**src/rtl/div_seq_if.sv**
```systemverilog
// rtl/div_seq_if.sv - request/result bundle between the HI/LO unit and the divider
interface div_seq_if #(
    parameter int BIT_WIDTH = 32
);
    logic                   start;
    logic                   is_signed;
    logic [BIT_WIDTH-1:0]   inA;
    logic [BIT_WIDTH-1:0]   inB;
    logic                   busy;
    logic                   done;
    logic [2*BIT_WIDTH-1:0] out;

    modport master (
        output start, is_signed, inA, inB,
        input  busy, done, out
    );

    modport slave (
        input  start, is_signed, inA, inB,
        output busy, done, out
    );
endinterface

```
**src/rtl/div_seq.sv**
```systemverilog
// rtl/div_seq.sv - iterative radix-2 restoring divider for DIV/DIVU, out = {remainder, quotient}
module div_seq #(
    parameter int BIT_WIDTH = 32
) (
    input  logic       clk,
    input  logic       rst,
    div_seq_if.slave   bus
);
    localparam int W  = BIT_WIDTH;
    localparam int CW = (W > 2) ? $clog2(W) : 1;

    typedef enum logic [1:0] {
        S_IDLE,
        S_CALC,
        S_FIX,
        S_DONE
    } state_t;

    state_t           state_q, state_d;
    logic [CW-1:0]    count_q, count_d;
    logic             sa_q, sa_d;
    logic             sb_q, sb_d;
    logic [W-1:0]     rem_q, rem_d;
    logic [W-1:0]     quo_q, quo_d;
    logic [W-1:0]     dvs_q, dvs_d;
    logic [2*W-1:0]   out_q, out_d;
    logic             busy_q, busy_d;
    logic             done_q, done_d;

    logic [W:0]       trial;
    logic [W-1:0]     abs_a;
    logic [W-1:0]     abs_b;
    logic [W-1:0]     q_fix;
    logic [W-1:0]     r_fix;

    always_comb begin
        state_d = state_q;
        count_d = count_q;
        sa_d    = sa_q;
        sb_d    = sb_q;
        rem_d   = rem_q;
        quo_d   = quo_q;
        dvs_d   = dvs_q;
        out_d   = out_q;

        // Negating 0x80..0 yields 0x80..0, which is the correct unsigned magnitude.
        abs_a = (bus.is_signed && bus.inA[W-1]) ? -bus.inA : bus.inA;
        abs_b = (bus.is_signed && bus.inB[W-1]) ? -bus.inB : bus.inB;
        // The partial remainder stays below the divisor, so W+1 bits never overflow.
        trial = {rem_q, quo_q[W-1]} - {1'b0, dvs_q};
        // Divide-by-zero keeps the all-ones quotient unsigned-looking.
        q_fix = ((sa_q ^ sb_q) && (dvs_q != '0)) ? -quo_q : quo_q;
        r_fix = sa_q ? -rem_q : rem_q;

        unique case (state_q)
            S_IDLE: begin
                if (bus.start) begin
                    sa_d    = bus.is_signed & bus.inA[W-1];
                    sb_d    = bus.is_signed & bus.inB[W-1];
                    quo_d   = abs_a;
                    dvs_d   = abs_b;
                    rem_d   = '0;
                    count_d = CW'(W - 1);
                    state_d = S_CALC;
                end
            end
            S_CALC: begin
                if (!trial[W]) begin
                    rem_d = trial[W-1:0];
                    quo_d = {quo_q[W-2:0], 1'b1};
                end else begin
                    rem_d = {rem_q[W-2:0], quo_q[W-1]};
                    quo_d = {quo_q[W-2:0], 1'b0};
                end
                count_d = count_q - 1'b1;
                if (count_q == '0) begin
                    state_d = S_FIX;
                end
            end
            S_FIX: begin
                out_d   = {r_fix, q_fix};
                state_d = S_DONE;
            end
            S_DONE: begin
                state_d = S_IDLE;
            end
            default: begin
                state_d = S_IDLE;
            end
        endcase

        busy_d = (state_d != S_IDLE);
        done_d = (state_d == S_DONE);
    end

    always_ff @(posedge clk or negedge rst) begin
        if (!rst) begin
            state_q <= S_IDLE;
            count_q <= '0;
            sa_q    <= 1'b0;
            sb_q    <= 1'b0;
            rem_q   <= '0;
            quo_q   <= '0;
            dvs_q   <= '0;
            out_q   <= '0;
            busy_q  <= 1'b0;
            done_q  <= 1'b0;
        end else begin
            state_q <= state_d;
            count_q <= count_d;
            sa_q    <= sa_d;
            sb_q    <= sb_d;
            rem_q   <= rem_d;
            quo_q   <= quo_d;
            dvs_q   <= dvs_d;
            out_q   <= out_d;
            busy_q  <= busy_d;
            done_q  <= done_d;
        end
    end

    assign bus.busy = busy_q;
    assign bus.done = done_q;
    assign bus.out  = out_q;
endmodule

```
**src/flat_wrapper.sv**
```systemverilog
// flat-port wrapper written by rule: the top's interface ports become plain ports
module div_seq_flat 
#(
    parameter int BIT_WIDTH = 32
)
  (clk, rst, bus_start, bus_is_signed, bus_inA, bus_inB, bus_busy, bus_done, bus_out);
  div_seq_if #(.BIT_WIDTH(BIT_WIDTH)) bus_i ();
  input  logic clk;
  input  logic rst;
  input wire logic [$bits(bus_i.start)-1:0] bus_start;
  input wire logic [$bits(bus_i.is_signed)-1:0] bus_is_signed;
  input wire logic [$bits(bus_i.inA)-1:0] bus_inA;
  input wire logic [$bits(bus_i.inB)-1:0] bus_inB;
  output wire logic [$bits(bus_i.busy)-1:0] bus_busy;
  output wire logic [$bits(bus_i.done)-1:0] bus_done;
  output wire logic [$bits(bus_i.out)-1:0] bus_out;
  assign bus_i.start = bus_start;
  assign bus_i.is_signed = bus_is_signed;
  assign bus_i.inA = bus_inA;
  assign bus_i.inB = bus_inB;
  assign bus_busy = bus_i.busy;
  assign bus_done = bus_i.done;
  assign bus_out = bus_i.out;
  div_seq #(.BIT_WIDTH(BIT_WIDTH)) u_core (.clk(clk), .rst(rst), .bus(bus_i));
endmodule
```
**config.mk**
```make
export PLATFORM = sky130hd
export DESIGN_NAME = div_seq_flat
export DESIGN_NICKNAME = d
export VERILOG_FILES = /design/src/rtl/div_seq_if.sv /design/src/rtl/div_seq.sv /design/src/flat_wrapper.sv
export SDC_FILE = /design/constraint.sdc
export NUM_CORES = 1
export LEC_CHECK = 0
export ABC_CLOCK_PERIOD_IN_PS = 4080
export CORE_MARGIN = 3
export CORE_UTILIZATION = 56
export CTS_CLUSTER_DIAMETER = 200
export DETAILED_ROUTE_END_ITERATION = 12
export DONT_BUFFER_PORTS = 1
export PLACE_DENSITY = 0.71
export SYNTH_ARGS = -nofsm -noshare
export SYNTH_HDL_FRONTEND = slang
export SYNTH_SLANG_ARGS = --single-unit
```
**constraint.sdc**
```tcl
create_clock -name clk -period 4.08 [get_ports clk]
set_input_delay 0.204 -clock clk [delete_from_list [all_inputs] [get_ports clk]]
set_output_delay 0.204 -clock clk [all_outputs]
set_load 0.01 [all_outputs]
```
# Yosys cells after proc, flatten, opt, wreduce, memory -nomap -nowiden
# Cells that the tools add are included.
dict set report word_totals {
  register_bits 171
  in_bits 68
  output_inout_bits 66
  elab_cells 49
}
dict set report op_classes {
  n_addsub 6
  n_eq_ne 5
  mux 15
  n_bitwise 3
  n_reduce_logical 10
}
# op count
set op_table {}
lappend op_table {{$mux 32} 7}
lappend op_table {{$neg 32->32} 4}
lappend op_table {{$pmux 32 s2} 2}
lappend op_table {{$sub 33x32->33} 1}
lappend op_table {{$reduce_bool 32->1} 1}
lappend op_table {{$pmux 5 s2} 1}
lappend op_table {{$pmux 2 s4} 1}
lappend op_table {{$eq 2x2->1 const B} 3}
lappend op_table {{$logic_not 5->1} 1}
lappend op_table {{$mux 5} 1}
lappend op_table {{$sub 5x1->5 const B} 1}
lappend op_table {{$mux 2} 2}
lappend op_table {{$reduce_and 2->1} 2}
lappend op_table {{$reduce_bool 2->1} 2}
lappend op_table {{$logic_and 1x1->1} 3}
lappend op_table {{$and 1x1->1} 2}
lappend op_table {{$eq 2x1->1 const B} 1}
lappend op_table {{$logic_not 2->1} 1}
lappend op_table {{$ne 2x2->1 const B} 1}
lappend op_table {{$mux 1} 1}
lappend op_table {{$xor 1x1->1} 1}

# Depth between registers and ports, before layout
dict set report depth {
  ltp_word 4
  mapped_depth 14
  depth_no_buf 13
}

# Worst setup path after synthesis
# No wires, ideal clock.
dict set report synth_timing {
  path_type {register to register}
  from {register u_core.quo_q[31]}
  to {register u_core.rem_q[18]}
  setup_ns 0.133
  arrival_ns 2.952
  t_required_ns 3.947
  path_slack_ns 0.994
  path_stages_with_launch 15
  path_buffers 1
  synth_period_minus_slack_ns 3.086
  path_cell_list {dfrtp_1 inv_1 ha_1 fa_1 nand2b_1 a21oi_1 o21ai_0 a21oi_1 o21ai_1 o221ai_2 a211oi_2 xnor2_2 buf_2 mux2i_1 o21ai_0}
}
dict set report synth_between {
  elab_chain_cells 3
}
# item line
set synth_lines {}
lappend synth_lines {{start, declared} div_seq.sv:24} ;# logic [W-1:0] quo_q, quo_d;
lappend synth_lines {{start signal, assigned} div_seq.sv:114} ;# quo_q <= quo_d;
lappend synth_lines {{$sub 33x32->33} div_seq.sv:50} ;# trial = {rem_q, quo_q[W-1]} - {1'b0, dvs_q};
lappend synth_lines {{$mux 32} div_seq.sv:68} ;# if (!trial[W]) begin
lappend synth_lines {{$pmux 32 s2} div_seq.sv:55} ;# unique case (state_q)
lappend synth_lines {{end signal, assigned} div_seq.sv:113} ;# rem_q <= rem_d;
lappend synth_lines {{end, declared} div_seq.sv:23} ;# logic [W-1:0] rem_q, rem_d;
# Every way passes these cells.
# A chain may end at the register's enable or synchronous reset.

# Worst setup path in the final report
dict set report layout_timing {
  from {register u_core.rem_q[14]}
  to {register u_core.rem_q[18]}
}
dict set report layout_between {
  elab_chain_cells 3
}
# item line
set layout_lines {}
lappend layout_lines {{$sub 33x32->33} div_seq.sv:50}
lappend layout_lines {{$mux 32} div_seq.sv:68}
lappend layout_lines {{$pmux 32 s2} div_seq.sv:55}
# Every way passes these cells.

==> impl_summary.log <==
[metrics] maximum ir drop on the vdd rail: 0.611 mV
[metrics] clock buffers created by TritonCTS: 17
[metrics] Hold Vio Cnt, Final: 171
[metrics] I/O pin count: 134
[metrics] count of input and output buffers: 0
[metrics] Initial DRC Count: 695
[metrics] remaining global-route overflow: 0
[metrics] skew final: 0.0120 ns
[metrics] maximum single-stage delay on the critical path: 0.47 ns
[metrics] endpoint required time on the critical path: 4.32 ns
[metrics] slew at the pin closest to its max-slew limit: 1.26 ns
[metrics] first-pass GRT wire length: 44200 µm
[metrics] critical-path cell list: ha_1 -> a21o_1 -> o21bai_1 -> or4_1 -> o21ai_1 -> o221ai_2 -> a211oi_2 -> xnor2_4 -> buf_4 -> mux2i_1 -> o21ai_0
[metrics] Max-slew headroom: 0.161
[metrics] Max clock buf depth: 2
[metrics] die area: 0.0212 mm²
[metrics] starting density of the core: 0.576
[metrics] net count of the mapped netlist: 1366
[metrics] Worst-Skew Late Latency: 0.43 ns
[metrics] num rows: 50
[metrics] Post-Route Utilization: 0.637
[metrics] number of distinct library cells after synthesis: 60
[metrics] share of async-settable or async-resettable flops after synthesis: 1.00
[metrics] initial antenna violation count: 0
[metrics] All-Layer GR Usage: 0.251
[metrics] violations in the final reports: negative hold slack
[metrics] slowest stage cell on the critical path: dfrtp_1
[metrics] aggregate negative setup slack: 0 ns
[metrics] clock tree root driver cell: clkbuf_16
[metrics] Setup Slack @ Placement: 0.654 ns
[metrics] critical path capture point type: flop
[metrics] Leak Pwr: 0.00499 µW
[metrics] flop-to-flop setup slack: 0.63 ns
[metrics] TritonCTS clock tree: done
[metrics] critical path fanouts, max: 20
[metrics] power density relative to cell area: 907 mW/mm²
[metrics] worst path setup slack after routing: 0.635 ns
[metrics] Cell Area, Synth: 0.0109 mm²
[metrics] RSZ-0062 raised after global routing: false
[metrics] DRC violation count after routing: 0
[metrics] Hold WC Path Type: primary input to asynchronous set/reset pin
[metrics] number of maximum-capacitance violations: 0
[metrics] die height: 145 µm
[metrics] number of cells traversed by the worst register-to-register path: 11
[metrics] Crit Reg-Reg Endpoint: u_core.rem_q[18]
[metrics] pin count of the biggest net entering global routing: 172
[metrics] Yosys Warn Count: 0
[metrics] biggest area consumer among synthesized cells: dfrtp_1
[metrics] per-instance average area after synthesis: 8.64 µm²
[metrics] half-perimeter wire length after placement: 18700 µm
[metrics] number of synthesized register bits: 171
[metrics] floorplan die width: 145 µm
[metrics] pins over their slew limit: 0
[metrics] worst hold-check slack: -0.526 ns
[metrics] final critical path time including I/O delays and setup: 3.45 ns
[metrics] area share of the largest cell type after synthesis: 0.393
[metrics] gate count of the mapped netlist: 1260
[metrics] fraction of layout instances using a drive strength above 1: 0.0423
[metrics] Area contributors post-synth: dfrtp_1 (39%), o21ai_0 (8.5%), xor2_1 (7.3%)
[metrics] count of final setup violators: 0
[metrics] category of the worst setup path launch point: flop
[metrics] number of gates resized after CTS: 0
[metrics] final weighted congestion of routability-driven global placement: 0.912
[metrics] Final Cycle Share: 0.844
[metrics] antenna-violating nets left: 0
[metrics] number of buffers inserted by post-CTS setup repair: 0
[metrics] run status: finished, violations left
[metrics] Pre-antenna DRT Iters: 6
[metrics] Worst R2R Start: u_core.rem_q[14]
[metrics] wire length per cell after detailed routing: 17.4 µm
[metrics] fmax: 0.290 GHz
[metrics] routed via count divided by cell count: 5.87
[metrics] total vias in the final route: 9026
[metrics] Area Growth Syn to Fin: 10.5%
[metrics] clock sink count: 171
[metrics] sequential area share after synthesis: 0.393
[metrics] clock transition at the registers of the reported paths: 0.07 ns
[metrics] final WL: 26800 µm
[metrics] top_reg_cell synth: dfrtp_1
[metrics] via count of the first global-routing pass: 8493
[metrics] H-tree levels: 4
[metrics] NumNets Final: 1371
[metrics] CP arrival: 3.69 ns
[metrics] number of flops mapped to enable cells by yosys: 0
[metrics] diodes inserted: 0
[metrics] CP Class: flop to flop
[metrics] area of the core: 0.0189 mm²
what timing repair did:
item	4_1_cts	5_1_grt
hold endpoints to repair	211	172
hold buffers	40	1
endpoints found under the setup margin	0	0
synthesized netlist by cell type, drive strengths merged, types with 21 or more instances:
cell type	instances
o21ai	191
nand2	182
dfrtp	171
xor2	91
a21oi	67
clkbuf	56
xnor2	56
inv	52
nor2	51
ha	37
mux2i	29
o31ai	29
nor3	22
a22oi	21
nand2b	21
power by group:
group | total [µW] | internal, µW | switching (µW)
sequential | 3290 | 2380 | 911
clock | 1600 | 898 | 704
combinational | 6020 | 2680 | 3340
metrics by stage:
step | instances | power, µW | cell area [µm²] | hold WS (ns)
finish | 1538 | 10900 | 12000 | -0.526
global route | 1538 | 11900 | 12000 | -0.550
CTS | 1537 | 10900 | 12000 | -0.540
detailed placement | 1465 | 9220 | 11000 | -0.0845
global placement | 1465 | 9090 | 11000 | -0.0836
floorplan | 1260 | 7880 | 10900 | -0.0916
flip-flops by register name (all words and copies together) (netlist names):
name	flops
u_core.bus.out	64
u_core.dvs_q	32
u_core.quo_q	32
u_core.rem_q	32
u_core.count_q	5
u_core.state_q	2
u_core.bus.busy	1
u_core.bus.done	1
u_core.sa_q	1
u_core.sb_q	1
cells in the final DEF, fill, tap and decap left out, types with 3 or more instances in the layout:
master and instances:
a31oi_1 7, dfrtp_1 171, o41ai_1 13, a22oi_1 21, nor4_1 20, a2bb2oi_1 4, clkbuf_16 17, o31ai_1 28
inv_6 4, xnor2_1 55, and2_1 6, a211oi_1 8, o21ai_1 7, or3_1 7, a21oi_1 67, inv_1 52
o211ai_1 3, nor2b_1 17, clkbuf_8 3, and3_1 5, a21o_1 7, nand4_1 8, o21ai_0 184, nor3_1 21
o21a_1 5, ha_1 37, xor2_1 91, mux2i_1 29, clkinvlp_4 4, o22a_1 8, buf_4 6, or4_1 15
nor2_1 51, o21bai_1 4, nand2b_1 18, dlygate4sd3_1 41, or2_2 3, nand3_1 15, nand2_1 182
worst max path at each step:
stage | depth (start not counted) | start | endpoint
global route | 12 | u_core.dvs_q[13] | u_core.rem_q[4]
detailed placement | 12 | u_core.dvs_q[13] | u_core.rem_q[11]
finish | 11 | u_core.rem_q[14] | u_core.rem_q[18]
global placement | 11 | u_core.rem_q[14] | u_core.rem_q[13]
floorplan | 14 | u_core.quo_q[31] | u_core.rem_q[18]
CTS | 11 | u_core.rem_q[14] | u_core.rem_q[18]
layout make-up:
class	count	area [µm²]
fill	1639	6860
multi-input combinational	976	6200
sequential	171	4280
clock buffer	21	470
timing repair buffer	47	455
tap	260	325
inverter	52	195
clock inverter	11	109
logic make-up (layout without fill, tap and decap cells):
logic type                 after synthesis  after routing  synth area share
adders and majority gates               38             38            0.0443
xor gates and xnor gates               147            147             0.119
buffers and inverters                  113            131            0.0397
DFF                                    171            171             0.393
and+or+nand+nor                        378            378             0.164
muxes                                   29             29            0.0267
AOI/OAI and AO/OA                      384            384             0.213
worst max-delay path, delay by kind of cell, from the launching register on:
family,cells,cell delay (ns)
flip-flops,1,0.47
XOR/XNOR,1,0.16
AND/OR/NAND/NOR,1,0.40
buffers and inverters,1,0.31
adder cells (fa/ha/maj),1,0.38
AO/OA/AOI/OAI,6,1.29
multiplexers,1,0.24
routing by layer:
layer,global-route usage,share of wire
met5,0,0
met4,0.0603,0.017
met3,0.0430,0.065
met2,0.369,0.43
met1,0.388,0.49
Note: power is estimated with default switching activity, not from simulation.
